## src/rtl/dtree_feature_loader.sv

```systemverilog
// dtree_feature_loader
// Collects a sample of NUM_FEAT feature beats into a registered vector that
// feeds a combinational decision tree. Once the vector is complete, the tree
// is given TREE_LAT cycles to settle. The class index is then captured and
// offered downstream. Only one sample is handled at a time.
//
// Ports
//   clk, rst     sole clock; synchronous active-high reset
//   s_valid      feature beat valid
//   s_ready      loader accepts a beat (LOAD and DRAIN only)
//   s_data       feature value, feature 0 first
//   s_last       final beat of a sample
//   feat_vec     registered feature vector, feature i at [FEAT_W*i +: FEAT_W]
//   tree_class   class index from the combinational tree
//   m_valid      classification result valid
//   m_ready      downstream accepts the result
//   m_class      captured class index
//   frame_err    one-cycle pulse on a sample-length error
//   sample_cnt   results accepted downstream, saturating at 0xFFFF
module dtree_feature_loader #(
  parameter int NUM_FEAT = 16,
  parameter int FEAT_W   = 8,
  parameter int CLS_W    = 4,
  parameter int TREE_LAT = 1
) (
  input  logic                       clk,
  input  logic                       rst,
  input  logic                       s_valid,
  output logic                       s_ready,
  input  logic [FEAT_W-1:0]          s_data,
  input  logic                       s_last,
  output logic [NUM_FEAT*FEAT_W-1:0] feat_vec,
  input  logic [CLS_W-1:0]           tree_class,
  output logic                       m_valid,
  input  logic                       m_ready,
  output logic [CLS_W-1:0]           m_class,
  output logic                       frame_err,
  output logic [15:0]                sample_cnt
);

  localparam int IDX_W = (NUM_FEAT > 1) ? $clog2(NUM_FEAT) : 1;
  localparam logic [IDX_W-1:0] LAST_IDX = IDX_W'(NUM_FEAT - 1);

  typedef enum logic [1:0] {LOAD, SETTLE, OUT, DRAIN} state_t;

  state_t                     state, state_n;
  logic [IDX_W-1:0]           idx, idx_n;
  logic [3:0]                 settle, settle_n;
  logic [NUM_FEAT*FEAT_W-1:0] feat_q;
  logic [CLS_W-1:0]           class_q;
  logic                       err_q, err_n;
  logic [15:0]                cnt_q;
  logic                       beat, wr_en, capture, done;

  // State register.
  always_ff @(posedge clk) begin
    if (rst) state <= LOAD;
    else     state <= state_n;
  end

  // Next-state and control decode. s_ready is gated with rst so the loader
  // never appears ready while it is being cleared.
  // A beat is always written in LOAD, including the one that reveals a
  // framing error, so feat_vec reflects every beat accepted in that state.
  // The settle counter is allowed to reach zero before capture, which gives
  // the tree TREE_LAT+1 edges after the last feature lands.
  always_comb begin
    s_ready  = 1'b0;
    state_n  = state;
    idx_n    = idx;
    settle_n = settle;
    err_n    = 1'b0;
    wr_en    = 1'b0;
    capture  = 1'b0;
    done     = 1'b0;

    if (!rst && (state == LOAD || state == DRAIN)) s_ready = 1'b1;
    beat = s_valid && s_ready;

    case (state)
      LOAD: begin
        if (beat) begin
          wr_en = 1'b1;
          if (idx == LAST_IDX) begin
            idx_n = '0;
            if (s_last) begin
              settle_n = 4'(TREE_LAT);
              state_n  = SETTLE;
            end else begin
              err_n   = 1'b1;
              state_n = DRAIN;
            end
          end else if (s_last) begin
            idx_n = '0;
            err_n = 1'b1;
          end else begin
            idx_n = idx + 1'b1;
          end
        end
      end
      DRAIN: begin
        if (beat && s_last) state_n = LOAD;
      end
      SETTLE: begin
        if (settle == 4'd0) begin
          capture = 1'b1;
          state_n = OUT;
        end else begin
          settle_n = settle - 4'd1;
        end
      end
      OUT: begin
        if (m_ready) begin
          done    = 1'b1;
          state_n = LOAD;
        end
      end
    endcase
  end

  // Datapath registers: feature slots, captured class, error pulse and the
  // saturating result counter.
  always_ff @(posedge clk) begin
    if (rst) begin
      idx     <= '0;
      settle  <= '0;
      feat_q  <= '0;
      class_q <= '0;
      err_q   <= 1'b0;
      cnt_q   <= '0;
    end else begin
      idx    <= idx_n;
      settle <= settle_n;
      err_q  <= err_n;
      if (wr_en)   feat_q[idx*FEAT_W +: FEAT_W] <= s_data;
      if (capture) class_q <= tree_class;
      if (done && cnt_q != 16'hFFFF) cnt_q <= cnt_q + 16'd1;
    end
  end

  assign feat_vec   = feat_q;
  assign m_valid    = (state == OUT);
  assign m_class    = class_q;
  assign frame_err  = err_q;
  assign sample_cnt = cnt_q;

endmodule

```

## config.mk

```make
export PLATFORM = sky130hd
export DESIGN_NAME = dtree_feature_loader
export DESIGN_NICKNAME = d
export VERILOG_FILES = /design/src/rtl/dtree_feature_loader.sv
export SDC_FILE = /design/constraint.sdc
export NUM_CORES = 1
export LEC_CHECK = 0
export ABC_AREA = 1
export CAP_MARGIN = 20
export CORE_MARGIN = 10
export CORE_UTILIZATION = 23
export DETAILED_ROUTE_END_ITERATION = 10
export PLACE_DENSITY = 0.54
export SYNTH_ARGS = -nofsm -noshare
export SYNTH_HDL_FRONTEND = slang
export SYNTH_SLANG_ARGS = --single-unit
```

## constraint.sdc

```tcl
create_clock -name clk -period 2.4 [get_ports clk]
set_input_delay 0.24 -clock clk [delete_from_list [all_inputs] [get_ports clk]]
set_output_delay 0.24 -clock clk [all_outputs]
set_load 0.01 [all_outputs]
```

### Word-level counts from Yosys, hierarchy flattened

Index checks and enable logic that the tools add are counted.

| storage, ports and cells | value |
|---|---|
| bits of input ports | 17 |
| bits in registers | 159 |
| output and inout port bits | 151 |

| cells by class | value |
|---|---|
| reduce and logical (&&, ||, !) cells | 13 |
| bitwise operators | 2 |
| shifts and indexed selects | 2 |
| add/subtract/negate cells | 4 |
| muxes and demuxes | 25 |
| equal/unequal tests | 12 |

Operators by type and width:

| kind | count |
|---|---|
| $bwmux 128 | 1 |
| $shift 8x34->128 const A | 1 |
| $shiftx 8x34->128 | 1 |
| $neg 7->34 | 1 |
| $mux 4 | 6 |
| $add 16x1->16 const B | 1 |
| $ne 16x16->1 const B | 1 |
| $mux 2 | 6 |
| $mux 1 | 10 |
| $reduce_and 5->1 | 2 |
| $ne 2x2->1 const B | 4 |
| $pmux 2 s4 | 1 |
| $pmux 4 s2 | 1 |
| $ne 2x1->1 const B | 3 |
| $add 4x1->4 const B | 1 |
| $eq 2x2->1 const B | 2 |
| $eq 4x4->1 const B | 1 |
| $logic_and 1x1->1 | 4 |
| $logic_not 4->1 | 1 |
| $sub 4x1->4 const B | 1 |
| $reduce_or 3->1 | 1 |
| $eq 2x1->1 const B | 1 |
| $logic_not 2->1 | 1 |
| $not 1->1 | 2 |
| other kinds (4) | 4 |

### Logic depth before layout (Yosys ltp)

| depth | value |
|---|---|
| word-level depth | 8 |
| gate-level depth with buffers | 15 |
| mapped depth without buffers | 13 |

### Least setup slack after synthesis

Ideal clock, no wire load.

| timing | value |
|---|---|
| path kind | register to register |
| start point | register idx[0] |
| end point | register feat_q[112], in the netlist feat_vec[112] |
| slack | 0.211 ns |
| data arrival time | 2.076 ns |
| data required time | 2.287 ns |
| period minus slack after synthesis | 2.189 ns |
| setup time | 0.113 ns |
| path buffers | 3 |
| cell stages (with the launch flop) | 11 |
| cell sequence | dfxtp_1 inv_1 buf_2 ha_1 clkbuf_1 inv_1 nor2_4 nand3_4 buf_2 nor2_1 nor2_1 |

| on the way | value |
|---|---|
| longest elaborated chain between the ends | 3 |

RTL lines:

| element | line | text |
|---|---|---|
| from (decl) | 47 | `logic [IDX_W-1:0] idx, idx_n;` |
| from (signal assigned) | 132 | `idx <= idx_n;` |
| $neg 7->34 * | 135 | `if (wr_en) feat_q[idx*FEAT_W +: FEAT_W] <= s_data;` |
| $shiftx 8x34->128 or $shift 8x34->128 (tied branches) | 135 |  |
| $bwmux 128 * | 135 |  |
| to (signal, indexed assignment) | 135 |  |
| to (decl) | 49 | `logic [NUM_FEAT*FEAT_W-1:0] feat_q;` |

Every way passes the cells marked *; elsewhere a longest branch is shown, timed or not.
A chain may end at the register's enable or synchronous reset.

### Worst setup path after layout

| timing | value |
|---|---|
| start point | register idx[1] |
| end point | register feat_q[70], in the netlist feat_vec[70] |

The elaborated chain is that of the path after synthesis.

==> impl_results.md <==
- Status: finished, final reports clean
- Post-Layout Inst Area: roughly 10000 um^2
- Largest net degree at the start of global routing: 41
- CTS Buf Count: 17
- 1st-iter DRT viols: about 380
- CTS tree: done
- Placed Cells: between 1500 and 2000
- Area after DPL: between 9000 and 10000 um^2
- GRT Total Usage: 0.125
- Leakage: between 4 and 5 nW
- Cell Pwr Density: between 500 and 600 nW/um^2
- Highest clock rate: 448 MHz
- Clock skew: ~0.017 ns
- Routed via count: 7007
- WP data required: 2.71 ns
- Slowest cell on the critical path: dfxtp_1
- Area of the multi-input gates: roughly 3300 um^2
- Starting Density: 0.232
- Setup slack at placement: between 0.1 and 0.15 ns
- Sequential area share after synthesis: 0.437
- Slew @ Worst Pin: between 0.8 and 0.9 ns
- Critical path's most frequent cell: nand2_1
- Cell area after synthesis: 7290 um^2
- Crit start category: flip-flop
- Top_reg_cell synth: dfxtp_1
- FF/Latch Area: about 3200 um^2
- Setup Crit Path Kind: reg -> reg
- Max-cap violations: 0
- Post-synthesis register bit count: 159
- Max_slew headroom: 0.464
- Die footprint: between 30000 and 40000 um^2
- Fin util: 0.323
- CP delay by family, top: simple AND/OR/NAND/NOR gates
- Post-synth EDFFs: 0
- Synth Area per Inst: 6.92 um^2
- H-tree depth: 4
- Cell count after synthesis: around 1100
- Power Internal: 4.44 mW
- GP Congestion: 0.870
- CP Data Arrival Time: between 2 and 3 ns
- Worst-path cell chain: inv_1, ha_1, inv_1, nand2_1, nand2_4, nand2_2, inv_2, nand2_1, inv_2, nand2_1, o21ai_0, nor2_1
- Row cnt: 65
- Hold violation total from the final report: 0
- Max VDD drop: about 0.00037 V
- Post-CTS setup buffer count: 0
- First-pass GRT wire length: between 30 and 40 mm
- Clk pwr share: 0.487
- Routed Antenna Nets: 0
- Drt pass-1 iters: 5
- Max incr delay on CP: 0.46 ns
- IO Pins: roughly 170
- Final setup fails: 0
- Simple-gate share of the synthesized area: 0.302
- Clock latency on the worst-skew pair: ~0.43 ns
- Net count after synthesis: between 1000 and 1500
- Leading cell types in the layout, fill and taps excluded: nor2_1, nand2_1, clkdlybuf4s50_1
- Total wire length: 24.9 mm
- Number of port buffers: between 150 and 200
- Async SR Flop Fraction: 0
- Clk root buf: clkbuf_16
- Commonest non-fill, non-tap cell in the layout: nor2_1
- Clk pin slew, worst setup/hold paths: approximately 0.07 ns
- Yosys cell types: 36
- Combinational power share: 0.055
- WP buf/inv: 4
- Adder-Cell Fraction of Synth Area: 0.0206
- Slew Limit Fails: 0
- Number of global-route vias before repair: between 6000 and 7000
- CP max FO: 16
- Filler instances: around 3400
- Sequential Power Share: 0.458
- Synth Area in Compound Gates: 0.120
- Layout cell share with drive strength beyond 1: 0.0823
- Fin crit period: between 2 and 2.5 ns
- P_sw: about 1.4 mW
- Syn. warnings: 0
- Clk buf depth: 2
- Final #Nets: about 1300
- Core box area: around 31000 um^2
- CTS sink count: around 160
- Critical path endpoint category: flip-flop
- Final Instance Count excl. Fillers: between 1500 and 2000
- Overflow after GRT: 0
- Area Growth Syn to Fin: 39.4%
- Detailed-route wire length per cell: between 15 and 20 um
- DR vias/cell: ~4.3
- Antenna violations before repair: 3
- DRC violation count after routing: 0
- Final Cycle Share: 0.930
- Final HPWL DP: between 15 and 20 mm
- Hold Crit Class: in -> reg
- RSZ-0062 raised after global routing: yes
- Multiplexer area fraction after synthesis: 0
- Xor/xnor cell area share of the yosys netlist: 0.0120
- Largest family of logic cells by synthesized area: simple AND/OR/NAND/NOR gates
- Switching share of power: 0.235
- Fin worst setup slack: 0.167 ns
- Overall power: around 5.8 mW
- DIE WIDTH: 198 um
- Die height: 198 um
worst paths after layout:
path / start / to / slack, ns / depth (start not counted)
worst max-delay path: idx[1] / feat_vec[70] / 0.17 / 12
worst min-delay path: tree_class[1] / m_class[1] / 0.44 / 3
worst max register to register: idx[1] / feat_vec[70] / 0.17 / 12
worst min register to register: feat_vec[106] / feat_vec[106] / 0.44 / 2
worst register-to-register path: stages (launching register included):
cell and delay, ns:
dfxtp_1 0.46, inv_1 0.11, ha_1 0.24, inv_1 0.06
nand2_1 0.07, nand2_4 0.21, nand2_2 0.18, inv_2 0.07
nand2_1 0.09, inv_2 0.08, nand2_1 0.19, o21ai_0 0.28
nor2_1 0.06
power by group through the flow:
stage | registers (mW) | clock network (mW) | logic, mW
after CTS | 2.66 | 2.91 | 0.321
after global routing | 2.66 | 3.02 | 0.355
after floorplan | 2.72 | 0 | 0.169
after global placement | 2.72 | 0 | 0.318
final | 2.66 | 2.83 | 0.319
after detailed placement | 2.72 | 0 | 0.321
routing by layer:
metal / vias to the layer above / GRT usage / wire [um]
li1: 3645 / - / -
met1: 3191 / 0.160 / 11800
met2: 149 / 0.202 / 11500
met3: 20 / 0.0341 / 1300
met4: 2 / 0.0353 / 313
met5: - / 0 / 12
flip-flops by register name, indices dropped and copies added, names as in the netlist:
name / count
sample_cnt: 16
feat_vec: 128
settle: 4
idx: 4
m_class: 4
frame_err: 1
state: 2
synthesized netlist by cell type, drive strengths merged (6+ instances only):
| cell | count | area, um^2 |
|---|---|---|
| buf | 28 | 158 |
| nor3 | 20 | 110 |
| nor2 | 226 | 907 |
| nand3 | 38 | 230 |
| inv | 150 | 566 |
| ha | 12 | 150 |
| nand2 | 196 | 763 |
| clkbuf | 17 | 63.8 |
| xor2 | 6 | 52.6 |
| dfxtp | 159 | 3180 |
| o21ai | 97 | 485 |
| a21oi | 64 | 324 |
| nand4 | 27 | 184 |
cell type report:
class / instances / area share
antenna: 3 / 0.000739
timing repair buffer: 200 / 0.193
clock inverter: 11 / 0.0155
multi-input combinational: 698 / 0.327
sequential: 159 / 0.313
tap: 402 / 0.0495
inverter: 151 / 0.0569
clock buffer: 20 / 0.0440
metrics by stage:
| step | setup TNS (ns) | hold slack, ns |
|---|---|---|
| CTS | 0 | 0.425 |
| detailed placement | 0 | 0.437 |
| floorplan | 0 | 0.332 |
| global placement | 0 | 0.431 |
| global route | -0.00738 | 0.461 |
| finish | 0 | 0.439 |
repair_timing:
| item | in CTS | in global routing |
|---|---|---|
| setup endpoints to repair | 0 | 18 |
| gates resized for setup | 0 | 4 |
| hold buffers | 0 | 0 |
cells by family (layout without fill, tap and decap cells):
group                      count (synthesis)  in the layout
buffers and inverters                    196            382
DFF                                      159            159
adders and majority gates                 12             12
other                                      0              3
and+or+nand+nor                          508            508
xor gates and xnor gates                  10             10
AOI/OAI and AO/OA                        168            168
No activity file was read; power rests on OpenSTA's default activity.
